`config.mk`:
```
export PLATFORM = sky130hd
export DESIGN_NAME = rng_deck_dealer
export DESIGN_NICKNAME = d
export VERILOG_FILES = /design/src/rtl/rng_deck_dealer.sv
export SDC_FILE = /design/constraint.sdc
export NUM_CORES = 1
export LEC_CHECK = 0
export ABC_AREA = 1
export CELL_PAD_IN_SITES_DETAIL_PLACEMENT = 0
export CELL_PAD_IN_SITES_GLOBAL_PLACEMENT = 1
export CORE_ASPECT_RATIO = 0.9
export CORE_MARGIN = 1
export CORE_UTILIZATION = 50
export CTS_BUF_LIST = sky130_fd_sc_hd__clkbuf_8
export CTS_CLUSTER_DIAMETER = 30
export CTS_CLUSTER_SIZE = 14
export DETAILED_ROUTE_END_ITERATION = 12
export DONT_BUFFER_PORTS = 1
export GPL_ROUTABILITY_DRIVEN = 0
export PLACE_DENSITY = 0.94
export SYNTH_ARGS = -nofsm -noshare
export SYNTH_HDL_FRONTEND = slang
export SYNTH_SLANG_ARGS = --single-unit
```
`constraint.sdc`:
```
create_clock -name clk_i -period 4.4 [get_ports clk_i]
set_input_delay 0 -clock clk_i [delete_from_list [all_inputs] [get_ports clk_i]]
set_output_delay 0 -clock clk_i [all_outputs]
set_load 0.01 [all_outputs]
```
`src/rtl/rng_deck_dealer.sv`:
```
// Card dealer: a free-running modulo-DECK_SIZE counter picks the starting card and a dealt-card bitmap prevents repeats until reshuffle.
// Optional RNG_DEALER_LFSR_EN: a 16-bit LFSR makes the counter advance 1..4 per clock instead of 1.
module rng_deck_dealer #(
    parameter int DECK_SIZE = 52,
    parameter int CW        = 8
) (
    input  logic          clk_i,
    input  logic          rst_i,
    input  logic          req_i,
    input  logic          ack_i,
    input  logic          shuffle_i,
    output logic [CW-1:0] card_o,
    output logic          valid_o,
    output logic          busy_o,
    output logic          empty_o,
    output logic [CW-1:0] dealt_cnt_o
);

    localparam logic [CW-1:0] LAST = CW'(DECK_SIZE - 1);
    localparam logic [CW-1:0] FULL = CW'(DECK_SIZE);

    typedef enum logic [1:0] {
        S_IDLE    = 2'b00,
        S_SEARCH  = 2'b01,
        S_PRESENT = 2'b10
    } state_t;

    state_t                state_q, state_d;
    logic [CW-1:0]         cnt_q, cnt_d;
    logic [CW-1:0]         cand_q, cand_d;
    logic [CW-1:0]         card_q, card_d;
    logic [CW-1:0]         dealt_q, dealt_d;
    logic                  valid_q, valid_d;
    logic                  busy_q, busy_d;
    logic                  empty_q, empty_d;
    logic [DECK_SIZE-1:0]  bitmap_q, bitmap_d;
    logic [DECK_SIZE-1:0]  cand_sel;
    logic                  cand_taken;

    // One-hot decode of the candidate; avoids indexing the bitmap with a wider index.
    generate
        for (genvar gi = 0; gi < DECK_SIZE; gi++) begin : g_sel
            assign cand_sel[gi] = (cand_q == CW'(gi));
        end
    endgenerate

    assign cand_taken = |(bitmap_q & cand_sel);

`ifdef RNG_DEALER_LFSR_EN
    logic [15:0] lfsr_q, lfsr_d;
    logic [CW:0] step_sum;

    // Fibonacci taps for x^16+x^14+x^13+x^11+1
    assign lfsr_d   = {lfsr_q[14:0], lfsr_q[15] ^ lfsr_q[13] ^ lfsr_q[12] ^ lfsr_q[10]};
    assign step_sum = {1'b0, cnt_q} + (CW+1)'(lfsr_q[1:0]) + (CW+1)'(1);

    // Step is at most 4 and DECK_SIZE is at least 4, so one subtraction always lands in range.
    always_comb begin
        cnt_d = step_sum[CW-1:0];
        if (step_sum >= (CW+1)'(DECK_SIZE)) begin
            cnt_d = CW'(step_sum - (CW+1)'(DECK_SIZE));
        end
    end

    always_ff @(posedge clk_i or negedge rst_i) begin
        if (!rst_i) begin
            lfsr_q <= 16'hACE1;
        end else begin
            lfsr_q <= lfsr_d;
        end
    end
`else
    always_comb begin
        cnt_d = (cnt_q == LAST) ? '0 : cnt_q + 1'b1;
    end
`endif

    always_comb begin
        state_d  = state_q;
        cand_d   = cand_q;
        card_d   = card_q;
        dealt_d  = dealt_q;
        valid_d  = valid_q;
        bitmap_d = bitmap_q;
        if (shuffle_i) begin
            bitmap_d = '0;
            dealt_d  = '0;
            valid_d  = 1'b0;
            state_d  = S_IDLE;
        end else begin
            case (state_q)
                S_IDLE: begin
                    if (req_i && !empty_q) begin
                        cand_d  = cnt_q;
                        state_d = S_SEARCH;
                    end
                end
                S_SEARCH: begin
                    if (!cand_taken) begin
                        card_d   = cand_q;
                        bitmap_d = bitmap_q | cand_sel;
                        dealt_d  = dealt_q + 1'b1;
                        valid_d  = 1'b1;
                        state_d  = S_PRESENT;
                    end else begin
                        cand_d = (cand_q == LAST) ? '0 : cand_q + 1'b1;
                    end
                end
                S_PRESENT: begin
                    if (ack_i) begin
                        valid_d = 1'b0;
                        state_d = S_IDLE;
                    end
                end
                default: begin
                    valid_d = 1'b0;
                    state_d = S_IDLE;
                end
            endcase
        end
        empty_d = (dealt_d == FULL);
        busy_d  = (state_d == S_SEARCH) || (state_d == S_PRESENT);
    end

    always_ff @(posedge clk_i or negedge rst_i) begin
        if (!rst_i) begin
            state_q  <= S_IDLE;
            cnt_q    <= '0;
            cand_q   <= '0;
            card_q   <= '0;
            dealt_q  <= '0;
            valid_q  <= 1'b0;
            busy_q   <= 1'b0;
            empty_q  <= 1'b0;
            bitmap_q <= '0;
        end else begin
            state_q  <= state_d;
            cnt_q    <= cnt_d;
            cand_q   <= cand_d;
            card_q   <= card_d;
            dealt_q  <= dealt_d;
            valid_q  <= valid_d;
            busy_q   <= busy_d;
            empty_q  <= empty_d;
            bitmap_q <= bitmap_d;
        end
    end

    assign card_o      = card_q;
    assign valid_o     = valid_q;
    assign busy_o      = busy_q;
    assign empty_o     = empty_q;
    assign dealt_cnt_o = dealt_q;

endmodule

```
== Word-level counts from Yosys, hierarchy flattened ==
Index checks and enable logic that the tools add are counted.
Storage, ports and cells
  bits in registers: 89
  word-level logic and storage cells: 111
  output and inout bits: 19
Operators by class
  $add $sub $neg: 3
  bitwise operators: 4
  equal/unequal tests: 63
  mux-type cells: 20
  reduce and logical (&&, ||, !) cells: 12
Operators with widths (number)
  equality test 8 x 6 -> 1 bit, second input constant: 22
  two-way mux 52 bit: 3
  equality test 8 x 5 -> 1 bit, second input constant: 16
  equality test 8 x 4 -> 1 bit, second input constant: 8
  two-way mux 8 bit: 7
  bitwise AND 52 bit: 1
  bitwise OR 52 bit: 1
  OR reduction 52 bit: 1
  equality test 8 x 3 -> 1 bit, second input constant: 4
  adder 8 x 1 -> 8 bit, second input constant: 3
  equality test 8 x 2 -> 1 bit, second input constant: 2
  one-hot mux 8 bit (2 select lines): 1
  equality test 8 x 1 -> 1 bit, second input constant: 1
  zero test 8 bit: 1
  two-way mux 2 bit: 4
  inequality test 2 bit, second input constant: 4
  inequality test 3 bit, second input constant: 2
  one-hot mux 2 bit (3 select lines): 1
  AND reduction 3 bit: 2
  equality test 2 x 1 -> 1 bit, second input constant: 2
  equality test 2 bit, second input constant: 2
  AND reduction 4 bit: 1
  nonzero test 2 bit: 2
  two-way mux 1 bit: 3
  7 further kinds: 8

== Depth between registers and ports, before layout ==
  word-level depth: 8
  mapped depth: 20
  mapped depth without buffers: 19

== Worst setup path after synthesis ==
Ideal clock, no wire load.
  kind: register to register
  from: reg cand_q[0]
  to: reg bitmap_q[30]
  required time: 4.335 ns
  period minus slack after synthesis: 2.131 ns
  arrival: 2.066 ns
  path slack: 2.269 ns
  setup time: 0.065 ns
  stages on the path, launching flop included: 17
  cell sequence: dfrtp_1 > inv_1 > ha_1 > nand3_1 > inv_1 > nand3_1 > nand2_1 > nor2_1 > nand2_1 > nor2_1 > nand2_1 > nor2_4 > nand2_2 > buf_6 > buf_2 > nor3_1 > o21a_1
On the way
  cells in the longest elaborated chain, start to end: 5
  elaborated cells between the ends (all ways): 60
  classes of those cells: eq/ne (52); mux (3); bitwise (2); reduce/logical (3)
Ends and longest elaborated chain
  start: declaration: line 30  | logic [CW-1:0] cand_q, cand_d;
  start signal: assignment: line 139  | cand_q <= cand_d;
  equality test 8 x 1 -> 1 bit (tied with other cells): line 43  | assign cand_sel[gi] = (cand_q == CW'(gi));
  bitwise AND 52 bit / bitwise OR 52 bit (equally long branches): line 47, 101
  OR reduction 52 bit / two-way mux 52 bit (equally long branches): line 47, 99
  inequality test 2 bit (no line) / two-way mux 52 bit (equally long branches)
  AND reduction 2 bit (no line) / two-way mux 52 bit (equally long branches)
  end signal: assignment: line 145  | bitmap_q <= bitmap_d;
  end: declaration: line 36  | logic [DECK_SIZE-1:0] bitmap_q, bitmap_d;
Several ways; a longest one is shown, not always the timed one. The select of a mux whose other input is x is not followed.
A chain may end at the register's enable or synchronous reset.

== Worst setup path in the final report ==
  from: reg cand_q[6]
  to: reg bitmap_q[39]
The elaborated chain is that of the path after synthesis.

==> flow_summary.yaml <==
grt:
  grt_pass1_vias: 3700
  antenna_found_initial: 0
  gr-usage-all-layers: 0.245
  grt_max_degree: 90
  grt_pass1_wl_mm: 18.5
  gr-total-overflow: 0
critical_path:
  slowest_delay_ps: 550
  cp-end-kind: "flip-flop"
  cp_common_cell: "nand2_1"
  r2r-start: "cand_q[6]$_DFFE_PN0P_"
  worstSetupStartpointType: "flip-flop"
  cpMaxStageDelayCell: "nand3_1"
  critical_path.startpoint: "cand_q[6]$_DFFE_PN0P_"
  rrSetupSlack_ps: 430
  cp_top_family: "simple AND/OR/NAND/NOR gates"
  worstPathArrival_ps: 4230
  crit_type: "flip-flop to flip-flop"
  critPathBufInv: 2
  crit_fanout: 30
  crit_chain: "nor2_2 -> nand3_1 -> nor2_1 -> nand2_1 -> nand2_1 -> nor2_1 -> nand2_1 -> nor2_1 -> nand2_1 -> nor2_4 -> nand2_2 -> clkinv_2 -> nand3_1 -> a21oi_1 -> dlygate4sd3_1"
  critPathRequiredTime_ps: 4660
floorplan:
  ios: 24
  die_h_um: 93.5
  die_w_um: 104
  dieArea_um2: 9690
  core_area_um2: 9080
  rows: 33
  initial_core_util: 0.512
timing:
  max_freq_mhz: 252
  drv_slew: 0
  hold_violations: 0
  holdWs_ps: 233
  rsz0062_at_grt: "no"
  worst-slew-pin-transition_ps: 964
  fin_ws_ps: 430
  setup-tns-final_ps: 0
  setup_viol: 0
  period_share: 0.902
  period_minus_slack_ps: 3970
  skew_ps: 10.7
  slew_headroom: 0.356
power:
  ir_worst_vdd_v: 0.000176
  power.total_mw: 1.97
  p_leak_nw: 2.43
  powerDensity_nw_per_um2: 394
placed_design:
  dpl.hpwl_mm: 7.48
  dp_cells: 709
  preCtsSetupSlack_ps: 1020
  placed_area_um2: 4690
  io_buffers: 0
clock_tree:
  root_buffer: "clkbuf_8"
  cts_buffers: 9
  h-tree-depth: 3
  cts_hold_buffers: 7
  insertion_delay_ps: 370
  cts.sinks: 89
  cts_resized: 0
  clk_pin_slew_ps: 90
  clk_path_buf_depth: 2
  cts_tree: "yes"
  post_cts_buffers: 0
layout:
  fin_area_um2: 5000
  nets: 616
  post-route-util: 0.551
  final_cell_mix: "nand2_1 (131), dfrtp_1 (89), inv_1 (81), nor2_1 (68), nand3_1 (62)"
  area_delta_synth_final_pct: 7.56
  drive_gt1_frac: 0.0557
  final_cells: 732
  antennaDiodeCount: 0
  layout.cells.most_common: "nand2_1"
synthesis:
  postSynthCellCount: 607
  syn_area_per_cell_um2: 7.66
  ys_types: 30
  yosys_warnings: 0
  synth_ff_type: "dfrtp_1"
  synth_area_leaders: "dfrtp_1 (48%), nand2_1 (11%), nand3_1 (6.7%)"
  syn_area_um2: 4650
  yosys.area.top_type: "dfrtp_1"
  syn_nets: 618
  seq_area_frac_synth: 0.479
  synth_edf_count: 0
  async_flop_share: 1.00
  synth_top_area_share: 0.479
  synth_seq_cells: 89
detailed_routing:
  viasPerCell: 5.35
  routed_wl_mm: 10.9
  drc: 0
  drtIter0Drc: 287
  dr.pass1.iters: 4
  ant_nets: 0
  wl_per_cell_um: 14.8
  via_count: 3918
flow_run:
  maxCapViolCount: 0
run_status:
  status: "completed"
hold_path:
  worstHoldPathType: "primary input to async pin"
## layer usage
metal	up-vias	global-route usage	wire length (µm)
met4	0	0.0643	119
met2	98	0.383	4820
met1	1859	0.351	5380
met3	12	0.0460	558
met5	-	0	0
li1	1949	-	-
## cell type report
class                           count  area, µm²
Sequential cell                    89       2230
Clock buffer                       10        138
Multi-Input combinational cell    408       1970
Fill cell                         885       4080
Inverter                           88        332
Clock inverter                      6       75.1
Tap cell                          122        153
Timing Repair Buffer                9        113
## where the power goes
part | internal, mW | leakage [nW] | switching (mW)
registers | 0.875 | 1.21 | 0.0754
clock network | 0.286 | 0.105 | 0.313
logic | 0.101 | 1.12 | 0.320
## logic make-up (layout without fill, tap and decap cells)
logic type,Yosys count,in the layout,share of synthesized area
compound gates,88,88,0.110
xor+xnor,6,6,0.0113
fa+ha+maj,6,6,0.0161
buf+inv,110,113,0.0984
flops,89,89,0.479
simple gates,308,308,0.285
## worst paths after layout
path	end	cells after the start
max in group asynchronous	bitmap_q[45]$_DFFE_PN0P_	2
max	bitmap_q[39]$_DFFE_PN0P_	15
min in group clk_i	dealt_cnt_o[7]$_DFF_PN0_	3
max reg2reg	bitmap_q[39]$_DFFE_PN0P_	15
min	bitmap_q[16]$_DFFE_PN0P_	2
min reg2reg	bitmap_q[26]$_DFFE_PN0P_	1
## flip-flops by register name, indices dropped and copies added, names as in the netlist
name	cells
bitmap_q	52
cnt_q	8
valid_o	1
empty_o	1
cand_q	8
card_o	8
state_q	2
busy_o	1
dealt_cnt_o	8
## worst reg2reg max path, stage by stage, from the launching register on
cell	delay (ps)
dfrtp_1	450
nor2_2	260
nand3_1	550
nor2_1	340
nand2_1	110
nand2_1	80
nor2_1	40
nand2_1	50
nor2_1	40
nand2_1	100
nor2_4	80
nand2_2	450
clkinv_2	500
nand3_1	190
a21oi_1	70
dlygate4sd3_1	550
## Yosys cell counts, types with 2 or more instances
cell,count
clkbuf_1,9
o21ai_1,15
buf_6,4
inv_2,6
dfrtp_1,89
buf_2,8
o21ai_0,9
nand3_1,62
o21a_1,24
nor2_2,3
nor4_1,3
nand2_1,131
inv_1,81
xor2_1,5
nor2_1,68
nor3_1,30
nand4_1,5
ha_1,6
a31oi_1,2
nor3b_1,2
o31ai_1,2
o22ai_1,4
a21oi_1,32
Power figures use the tool's default switching activity.
